===== config.mk =====
export PLATFORM = sky130hd
export DESIGN_NAME = instr_fetch_unit
export DESIGN_NICKNAME = d
export VERILOG_FILES = /design/src/rtl/fetch_pkg.sv /design/src/rtl/fetch_fifo.sv /design/src/rtl/instr_fetch_unit.sv
export SDC_FILE = /design/constraint.sdc
export NUM_CORES = 1
export LEC_CHECK = 0
export ABC_AREA = 1
export CAP_MARGIN = 10
export CELL_PAD_IN_SITES_DETAIL_PLACEMENT = 1
export CELL_PAD_IN_SITES_GLOBAL_PLACEMENT = 1
export CORE_AREA = 3 3 158 275
export CTS_BUF_LIST = sky130_fd_sc_hd__clkbuf_16
export DETAILED_ROUTE_END_ITERATION = 8
export DIE_AREA = 0 0 161 278
export HOLD_SLACK_MARGIN = 0.08
export MAX_ROUTING_LAYER = met4
export PLACE_DENSITY = 0.66
export SLEW_MARGIN = 20
export SYNTH_ARGS = -nofsm -noshare
export SYNTH_HDL_FRONTEND = slang
export SYNTH_SLANG_ARGS = --single-unit

===== constraint.sdc =====
create_clock -name clk -period 6 [get_ports clk]
set_input_delay 1.2 -clock clk [delete_from_list [all_inputs] [get_ports clk]]
set_output_delay 1.2 -clock clk [all_outputs]
set_load 0.02 [all_outputs]

===== src/rtl/fetch_pkg.sv =====
// Shared types and constants for the instruction fetch unit and its prefetch FIFO.
package fetch_pkg;

    localparam int unsigned INSTR_BYTES     = 4;
    localparam int unsigned PC_ALIGN_BITS   = 2;
    localparam int unsigned DEF_ADDR_WIDTH  = 32;
    localparam int unsigned DEF_INSTR_WIDTH = 32;

    typedef struct packed {
        logic [DEF_ADDR_WIDTH-1:0]  pc;
        logic [DEF_INSTR_WIDTH-1:0] instr;
    } fetch_entry_t;

    // FIFO operation per cycle, encoded {pop, push}. Flush outranks both;
    // a push into a full FIFO is only legal as OP_BOTH.
    typedef enum logic [1:0] {
        OP_HOLD = 2'b00,
        OP_PUSH = 2'b01,
        OP_POP  = 2'b10,
        OP_BOTH = 2'b11
    } fifo_op_e;

    function automatic fifo_op_e fifo_op(input logic push, input logic pop);
        return fifo_op_e'({pop, push});
    endfunction

endpackage


===== src/rtl/fetch_fifo.sv =====
// Prefetch FIFO of {pc, instr} entries with flush and full-with-pop push rule.
module fetch_fifo
    import fetch_pkg::*;
#(
    parameter int unsigned AW    = DEF_ADDR_WIDTH,
    parameter int unsigned IW    = DEF_INSTR_WIDTH,
    parameter int unsigned DEPTH = 4
) (
    input  logic                     clk,
    input  logic                     rst_n,
    input  logic                     i_flush,
    input  logic                     i_pop_req,
    input  logic [AW-1:0]            i_push_pc,
    input  logic [IW-1:0]            i_push_instr,
    output logic                     o_push,
    output logic                     o_pop,
    output logic                     o_valid,
    output logic                     o_full,
    output logic [$clog2(DEPTH):0]   o_count,
    output logic [AW-1:0]            o_head_pc,
    output logic [IW-1:0]            o_head_instr
);

    localparam int unsigned PW = $clog2(DEPTH);
    localparam int unsigned CW = PW + 1;
    localparam logic [CW-1:0] FULL_COUNT = CW'(DEPTH);

    typedef struct packed {
        logic [AW-1:0] pc;
        logic [IW-1:0] instr;
    } entry_t;

    entry_t          r_mem [DEPTH];
    logic [PW-1:0]   r_rd_ptr;
    logic [PW-1:0]   r_wr_ptr;
    logic [CW-1:0]   r_count;

    logic            w_pop;
    logic            w_push;
    logic            w_valid;

    assign w_valid = (r_count != '0);
    assign w_pop   = w_valid & i_pop_req & ~i_flush;
    assign w_push  = ~i_flush & ((r_count < FULL_COUNT) | w_pop);

    always_ff @(posedge clk or negedge rst_n) begin
        if (!rst_n) begin
            r_count  <= '0;
            r_rd_ptr <= '0;
            r_wr_ptr <= '0;
        end else if (i_flush) begin
            r_count  <= '0;
            r_rd_ptr <= '0;
            r_wr_ptr <= '0;
        end else begin
            case (fifo_op(w_push, w_pop))
                OP_PUSH: r_count <= r_count + 1'b1;
                OP_POP:  r_count <= r_count - 1'b1;
                default: r_count <= r_count;
            endcase
            if (w_push) r_wr_ptr <= r_wr_ptr + 1'b1;
            if (w_pop)  r_rd_ptr <= r_rd_ptr + 1'b1;
        end
    end

    // Storage needs no reset: head outputs are masked while the FIFO is empty.
    always_ff @(posedge clk) begin
        if (w_push) r_mem[r_wr_ptr] <= '{pc: i_push_pc, instr: i_push_instr};
    end

    assign o_push       = w_push;
    assign o_pop        = w_pop;
    assign o_valid      = w_valid;
    assign o_full       = (r_count == FULL_COUNT);
    assign o_count      = r_count;
    assign o_head_pc    = w_valid ? r_mem[r_rd_ptr].pc    : '0;
    assign o_head_instr = w_valid ? r_mem[r_rd_ptr].instr : '0;

endmodule


===== src/rtl/instr_fetch_unit.sv =====
// Fetch PC, redirect handling and prefetch queue towards decode.
// Optional FETCH_PERF_CNT_EN adds perf_fetched / perf_stall counters.
module instr_fetch_unit
    import fetch_pkg::*;
#(
    parameter int unsigned            ADDR_WIDTH  = 32,
    parameter int unsigned            INSTR_WIDTH = 32,
    parameter int unsigned            FIFO_DEPTH  = 4,
    parameter logic [ADDR_WIDTH-1:0]  RESET_PC    = '0
) (
    input  logic                     clk,
    input  logic                     rst_n,
    output logic [ADDR_WIDTH-1:0]    A_Instr,
    input  logic [INSTR_WIDTH-1:0]   Instr,
    input  logic                     redirect_valid,
    input  logic [ADDR_WIDTH-1:0]    redirect_pc,
    output logic                     out_valid,
    input  logic                     out_ready,
    output logic [INSTR_WIDTH-1:0]   out_instr,
    output logic [ADDR_WIDTH-1:0]    out_pc
`ifdef FETCH_PERF_CNT_EN
    ,
    output logic [31:0]              perf_fetched,
    output logic [31:0]              perf_stall
`endif
);

    logic [ADDR_WIDTH-1:0]          r_fetch_pc;
    logic                           w_push;
    logic                           w_pop;
    logic                           w_full;
    logic [$clog2(FIFO_DEPTH):0]    w_count;

    fetch_fifo #(
        .AW    (ADDR_WIDTH),
        .IW    (INSTR_WIDTH),
        .DEPTH (FIFO_DEPTH)
    ) u_fifo (
        .clk          (clk),
        .rst_n        (rst_n),
        .i_flush      (redirect_valid),
        .i_pop_req    (out_ready),
        .i_push_pc    (r_fetch_pc),
        .i_push_instr (Instr),
        .o_push       (w_push),
        .o_pop        (w_pop),
        .o_valid      (out_valid),
        .o_full       (w_full),
        .o_count      (w_count),
        .o_head_pc    (out_pc),
        .o_head_instr (out_instr)
    );

    always_ff @(posedge clk or negedge rst_n) begin
        if (!rst_n) begin
            r_fetch_pc <= RESET_PC;
        end else if (redirect_valid) begin
            r_fetch_pc <= {redirect_pc[ADDR_WIDTH-1:PC_ALIGN_BITS], {PC_ALIGN_BITS{1'b0}}};
        end else if (w_push) begin
            r_fetch_pc <= r_fetch_pc + ADDR_WIDTH'(INSTR_BYTES);
        end
    end

    assign A_Instr = r_fetch_pc;

`ifdef FETCH_PERF_CNT_EN
    logic [31:0] r_perf_fetched;
    logic [31:0] r_perf_stall;
    logic        w_unused_count;

    assign w_unused_count = ^w_count;

    // Counters survive redirects; only rst_n clears them.
    always_ff @(posedge clk or negedge rst_n) begin
        if (!rst_n) begin
            r_perf_fetched <= '0;
            r_perf_stall   <= '0;
        end else begin
            if (w_push)          r_perf_fetched <= r_perf_fetched + 32'd1;
            if (w_full & ~w_pop) r_perf_stall   <= r_perf_stall + 32'd1;
        end
    end

    assign perf_fetched = r_perf_fetched;
    assign perf_stall   = r_perf_stall;
`else
    logic w_unused_perf;
    assign w_unused_perf = ^{w_count, w_full, w_pop};
`endif

endmodule


# Yosys cells after proc, flatten, opt, wreduce, memory -nomap -nowiden

Memory sizes are Yosys's and may differ from the RTL's.
Cells that the tools add are included.

Flip-flop bits (word level): 39
Memory bits (writable): 256
Input bits: 68
Output and inout bits: 97
Memories: 1

Add/sub/neg operators: 5
Order comparisons: 1
Equal/unequal tests: 2
Muxes and demuxes: 12
Bitwise operators: 5
Reductions and logical operators: 4

Memories:

| name         | words | bits a word | rd ports | clocked after Yosys merged registers in | write ports | RTL line         | RTL |
|---|---|---|---|---|---|---|---|
| u_fifo.r_mem | 4     | 64          | 1        | 0                                       | 1           | fetch_fifo.sv:33 | `entry_t r_mem [DEPTH];` |

Operator list:

| operator                                                               | count |
|---|---|
| 32-bit 2-to-1 mux                                                      | 4 |
| 32-bit by 3-bit adder with 32-bit output (second input constant)       | 1 |
| 2-bit 2-to-1 mux                                                       | 4 |
| 3-bit one-hot mux with 2 select lines                                  | 1 |
| 3-bit nonzero test                                                     | 2 |
| 2-bit by 1-bit adder with 2-bit output (second input constant)         | 2 |
| 2-bit nonzero test                                                     | 2 |
| 3-bit by 1-bit adder with 3-bit output (second input constant)         | 1 |
| 1-bit bitwise AND                                                      | 3 |
| 3-bit < comparator (second input constant)                             | 1 |
| 3-bit 2-to-1 mux                                                       | 1 |
| 3-bit by 1-bit subtractor with 3-bit output (second input constant)    | 1 |
| 2-bit by 1-bit equality test with 1-bit output (second input constant) | 1 |
| 2-bit equality test (second input constant)                            | 1 |
| 1-bit 2-to-1 mux                                                       | 2 |
| 1-bit inverter                                                         | 1 |
| 1-bit OR                                                               | 1 |

# Depth between registers and ports, before layout

Gate-level depths: netlist of run 1.

Depth in word-level cells: 8
Mapped depth: 12

# Hierarchy

Synthesis of run 1 repeated with hierarchy kept, for this count alone.

Cells, all modules: 1121
Area, all modules: 12517.0 um^2

Modules (own cells, without submodules):

| module           | times used | cells each | area an instance (um^2) | seq. area each (um^2) |
|---|---|---|---|---|
| fetch_fifo       | 1          | 810        | 10376.2                 | 7862.5 |
| instr_fetch_unit | 1          | 311        | 2140.8                  | 750.7 |

# Worst setup path after synthesis of run 1

Ideal clock, no wire load.

Path kind: input-to-reg
Start point: input out_ready
End point: memory u_fifo.r_mem[0][0] (netlist bit), enable pin
Library setup time: 0.482 ns
Data arrival time: 4.357 ns
Data required time: 5.518 ns
Setup slack: 1.161 ns
Stages: 6
Buffers on the path: 0
Cell sequence: nand2_2 -> o21ai_2 -> inv_2 -> nor2_2 -> inv_1 -> nor2_1

Longest elaborated chain between the ends: 6

Ends and longest elaborated chain:

| item                                   | RTL line               | RTL |
|---|---|---|
| start: declaration                     | instr_fetch_unit.sv:18 | `input logic out_ready,` |
| 1-bit bitwise AND (2 in series)        | fetch_fifo.sv:43       | `assign w_pop = w_valid & i_pop_req & ~i_flush;` |
| 1-bit OR                               | fetch_fifo.sv:44       | `assign w_push = ~i_flush & ((r_count < FULL_COUNT) \| w_pop);` |
| 1-bit bitwise AND                      | fetch_fifo.sv:44       |  |
| 1-bit 2-to-1 mux                       | fetch_fifo.sv:68       | `if (w_push) r_mem[r_wr_ptr] <= '{pc: i_push_pc, instr: i_push_instr};` |
| 1-bit 2-to-1 mux (implied by the code) | fetch_fifo.sv:68       |  |
| end: declaration                       | fetch_fifo.sv:33       |  |

No other way between the ends.

# Worst setup path after layout of run 1

Start point: register u_fifo.r_rd_ptr[0]
End point: output out_pc[24]

Longest elaborated chain between the ends: 2

Ends and longest elaborated chain:

| item                     | RTL line               | RTL |
|---|---|---|
| start: declaration       | fetch_fifo.sv:34       | `logic [PW-1:0] r_rd_ptr;` |
| start signal: assignment | fetch_fifo.sv:62       | `if (w_pop) r_rd_ptr <= r_rd_ptr + 1'b1;` |
| memory 4 x 64 bit        | --                     |  |
| 32-bit 2-to-1 mux        | fetch_fifo.sv:76       | `assign o_head_pc = w_valid ? r_mem[r_rd_ptr].pc : '0;` |
| end: declaration         | instr_fetch_unit.sv:20 | `output logic [ADDR_WIDTH-1:0] out_pc` |

No other way between the ends.

==> results of run 1 <==
[final cells by class]
class	count	area (sq um)
fillers	4667	26200
flip-flops and latches	285	8380
multi-input cells	779	3480
repair buffers	176	1790
well taps	555	694
clock buffers	27	676
inverters	56	211
clock inverters	22	171
diodes	1	2.50
[cells in the mapped netlist (5+ instances only)]
library cell	number	area share (%)
o21ai_0	136	5.5
nor2_1	306	9.3
or2_2	15	0.76
buf_4	6	0.37
nand4_1	6	0.30
ha_1	7	0.71
buf_2	16	0.65
clkinv_1	5	0.15
nand2_1	161	4.9
inv_2	7	0.21
edfxtp_1	248	60
nand3_1	50	2.0
clkbuf_1	33	1.0
a21oi_1	69	2.8
inv_1	44	1.3
dfrtp_1	37	7.5
[path summary, 6_finish.rpt]
path / from / endpoint / cells after the start
min in group asynchronous: rst_n / A_Instr[3] / 1
max reg2reg: u_fifo.o_count[0] / u_fifo.r_mem[0][23] / 11
min: u_fifo.o_count[1] / u_fifo.o_count[1] / 2
max in group asynchronous: rst_n / u_fifo.r_rd_ptr[0] / 1
max: u_fifo.r_rd_ptr[0] / out_pc[24] / 5
min reg2reg: u_fifo.o_count[1] / u_fifo.o_count[1] / 2
[metal layers]
metal | vias to the layer above | track usage (%) | share of wire (%)
met4 | 0 | 6.14 | 3.4
li1 | 4299 | - | -
met3 | 57 | 1.61 | 3.3
met1 | 4494 | 17.3 | 37
met2 | 179 | 31.3 | 56
met5 | - | - | 0
[sequential cells by signal (all words and copies together), names as in the netlist]
signal           count
A_Instr             30
u_fifo.r_rd_ptr      2
u_fifo.r_mem       248
u_fifo.o_count       3
u_fifo.r_wr_ptr      2
[worst max-delay path: stages, from the launching register on]
cell	delay, ps
dfrtp_4	830
clkinv_2	760
buf_4	510
o21ai_0	230
a21oi_1	140
clkdlybuf4s50_1	630
[power breakdown]
| group | leakage [nW] | total, mW | switching (mW) | internal, mW |
|---|---|---|---|---|
| sequential | 2.70 | 2.73 | 0.232 | 2.49 |
| combinational | 2.38 | 2.36 | 1.47 | 0.889 |
| clock | 0.428 | 1.65 | 0.737 | 0.912 |
[stage by stage]
stage	worst slack, ps	hold WS (ps)	util [%]
2_1_floorplan	1160	478	-
3_3_place_gp	1610	497	35.0
3_5_place_dp	1580	529	35.0
4_1_cts	1010	545	37.0
5_1_grt	757	560	37.0
6_report	1130	532	37.0
[kinds of logic (layout without fill, tap and decap cells)]
| logic type | count (synthesis) | in the layout | share of synthesized area, % |
|---|---|---|---|
| compound gates | 212 | 212 | 8.72 |
| xor+xnor | 4 | 4 | 0.284 |
| fa+ha+maj | 7 | 7 | 0.711 |
| buf+inv | 118 | 281 | 4.12 |
| flops | 285 | 285 | 68.0 |
| mux | 2 | 2 | 0.162 |
| other cells | 1 | 5 | 0.0304 |
| simple gates | 550 | 550 | 18.0 |
==> impl_metrics.toml, run 1 <==
[run_status]
outcome = "completed"

[logic_synthesis]
avgSynthCellArea_sq_um = 10.5
ys.flop_type = "edfxtp_1"
yosysSeqAreaShare_pct = 68.0
syn_area_sq_um = 12300
yosysUniqueCellTypes = 32
ys_ff_latch = 285
yosys_warnings = 0
synthCells = 1179
synth_edf_count = 248
synthArstFlopShare_pct = 13.0

[global_route]
grt_overflow = 0
antenna_found_initial = 1
grt_first_pass_wirelength_mm = 55.6
first_global_vias = 9838
grt_start_max_net_pins = 73
grt_util_all_layers_pct = 16.4

[sta]
finalSetupViolCount = 0
worst_pin_slew_ps = 1050
grt_setup_unrepaired = "no"
slew_violations = 0
period_needed_ps = 4870
setup_tns_ps = 0
timing.fmax_mhz = 205
hold_viol_final = 0
period_share_pct = 81.2
slew_headroom_pct = 30.2
clock_skew_ps = 16.5

[floorplanning]
fp.dieArea_sq_um = 44800
fp.coreArea_sq_um = 41600
initial_core_util_pct = 29.6
io_pins = 165
fp-row-count = 99
dieWidth_um = 161
die_y_um = 278

[layout]
postLayoutCellArea_sq_um = 15400
final_cell_mix = "nor2_1, edfxtp_1, nand2_1"
areaGrowthSynthToFinish_pct = 25.0
drive_gt1_share_pct = 6.91
mostFrequentLayoutCell = "nor2_1"
final_cells = 1901
fin_nets = 1400

[critical_path]
r2r_setup_slack_ps = 2960
startpoint_type = "register"
critical_path.max_fanout = 54
crit_type = "register to primary output"
critPathArrivalTime_ps = 3670
critical_path_required_ps = 4800
crit_path_end_kind = "primary output"

[place]
dpl.hpwl_mm = 23.5
dp_cells = 1851
port_buffers = 158
post_dp_cell_area_sq_um = 14600
place.gp.congestion = 0.839

[clocking]
root_buffer = "clkbuf_16"
ctsResizeCount = 0
cts_tree = "done"
h-tree-depth = 1
path_clk_slew_ps = 70
clockBufferDepth = 3
insertion_delay_ps = 540
cts.sinks = 285
cts_hold_buf = 0
postCtsSetupBuffers = 0
numCtsBuffers = 27

[routing]
wirelength_mm = 36.2
dr_total_vias = 9029
drc = 0
wl_per_cell_um = 19.1
viasPerCell = 4.75
antenna_left = 0
drt_first_pass_iters = 4
drtIter0Drc = 453

[power_and_ir_drop]
total_power_mw = 6.74
p_leak_nw = 5.51
ir_drop_uv = 202
p_per_area_nw_per_um2 = 437

[hold_path]
hold_class = "register to register"

[run]
drv_cap = 0
(Power assumes the default switching activity.)
==> run 2, diff against run 1 <==
- PLACE_DENSITY: 0.66 -> 0.68
- clock period: 6 -> 4.2 ns (I/O delays scaled with it)
==> run 2 against run 1 <==
  * Via count increased by 0.29%
  * Clock power increased by 56%
  * Final area increased by 0.59%
  * Worst hold slack got worse by 110 ps
  * Clock skew decreased by 4.0 ps
  * First-iteration DRC count increased by 11%
  * Die area unchanged
  * Total power increased by 46%
  * Worst setup slack got worse by 660 ps
  * Routed wire length increased by 0.35%
  * Largest cell class unchanged
==> impl_metrics.toml, run 2 (synthesized netlist as in run 1, its figures left out) <==
[place]
port_buffers = 158
dpl.hpwl_mm = 23.2
post_dp_cell_area_sq_um = 14500
place.gp.congestion = 0.799
dp_cells = 1851
pre_cts_slack_ps = 858

[critical_path]
crit_path_end_kind = "primary output"
crit_slowest_cell = "clkdlybuf4s50_1"
rr_worst_depth = 10
startpoint_type = "register"
critical_path_required_ps = 3360
r2r-end = "u_fifo.r_mem[0][14]"
max_stage_delay_ps = 580
r2r_start = "u_fifo.o_count[0]"
crit_family = "buffers and inverters"
r2r_setup_slack_ps = 1590
crit_type = "register to primary output"
critical_path.max_fanout = 27
critPathArrivalTime_ps = 2890
path_buf_inv = 4
worstPathCellList = "inv_1, ha_1, nand2_4, inv_2, buf_4, a21oi_1, clkdlybuf4s50_1"

[layout]
largest_reg_flops = 248
diodes = 0
final_util_pct = 37.2
postLayoutCellArea_sq_um = 15500
fin_nets = 1401
fillers = 4657
drive_gt1_share_pct = 7.12
largest-register = "u_fifo.r_mem"
mostFrequentLayoutCell = "nor2_1"
final_cells = 1903
areaGrowthSynthToFinish_pct = 25.7
final_cell_mix = "nor2_1, edfxtp_1, nand2_1"

[sta]
hold_viol_final = 0
period_needed_ps = 3730
holdWs_ps = 424
finalWorstSetupSlack_ps = 469
slew_headroom_pct = 36.9
finalSetupViolCount = 0
slew_violations = 0
clock_skew_ps = 12.5
period_share_pct = 88.8
timing.fmax_mhz = 268
grt_setup_unrepaired = "no"
setup_tns_ps = 0
worst_pin_slew_ps = 946

[global_route]
grt_overflow = 0
antenna_found_initial = 0
first_global_vias = 9876
grt_first_pass_wirelength_mm = 55.8
grt_util_all_layers_pct = 16.5
grt_start_max_net_pins = 97

[floorplanning]
die_y_um = 278
fp.coreArea_sq_um = 41600
initial_core_util_pct = 29.6
dieWidth_um = 161
fp-row-count = 99
io_pins = 165
fp.dieArea_sq_um = 44800

[routing]
wirelength_mm = 36.4
drt_first_pass_iters = 4
drc = 0
drtIter0Drc = 502
dr_total_vias = 9055
wl_per_cell_um = 19.1
viasPerCell = 4.76
antenna_left = 0

[power_and_ir_drop]
p_leak_nw = 5.56
ir_drop_uv = 248
p_per_area_nw_per_um2 = 637
total_power_mw = 9.87

[clocking]
h-tree-depth = 1
postCtsSetupBuffers = 0
cts_tree = "done"
cts.sinks = 285
numCtsBuffers = 28
cts_hold_buf = 0
root_buffer = "clkbuf_16"
insertion_delay_ps = 550
clockBufferDepth = 3
ctsResizeCount = 0
path_clk_slew_ps = 70

[run_status]
outcome = "completed"

[run]
drv_cap = 0

[hold_path]
hold_class = "primary input to async pin"
## run 2: per-layer routing
layer / share of wire, % / global-route usage [%] / vias up
li1: - / - / 4287
met1: 37 / 17.0 / 4506
met2: 56 / 31.7 / 192
met3: 3.0 / 1.46 / 70
met4: 4.3 / 7.00 / 0
met5: 0 / - / -
## run 2: layout make-up
cell class | instances | area [sq um] | share of cell area [%]
inverter | 56 | 211 | 1.36
sequential | 285 | 8380 | 54.1
multi-input combinational | 779 | 3480 | 22.5
clock inverter | 23 | 226 | 1.46
clock buffer | 29 | 726 | 4.68
tap | 555 | 694 | 4.48
timing repair buffer | 176 | 1770 | 11.5
## run 2: worst max-delay path by stage
stage                     slack [ps]  depth (start not counted)               start             endpoint
after CTS                        380                          7   u_fifo.o_count[0]           out_pc[15]
final                            470                          7   u_fifo.o_count[0]           out_pc[15]
after floorplan                 -280                          6           out_ready   u_fifo.r_mem[0][0]
after detailed placement         860                          8           out_ready  u_fifo.r_mem[0][21]
after global placement           870                          8           out_ready  u_fifo.r_mem[0][15]
after global routing             310                          6  u_fifo.r_rd_ptr[0]           out_pc[15]
## run 2: where the power goes
group          total [mW]  switching (mW)  leakage (nW)  internal, mW
registers            3.85           0.287          2.70          3.56
logic                3.43            2.15          2.37          1.28
clock network        2.58            1.08         0.482          1.50
total                9.87            3.52          5.56          6.35
## run 2: worst reg2reg max path, cell delays in order, from the launching register on
cell and delay (ps):
dfrtp_1 350, inv_1 80, ha_1 230, nand2_4 100, nand2_2 90, o21ai_2 230, inv_2 90, nor2_2 190
inv_1 210, nor2_4 130, buf_4 520
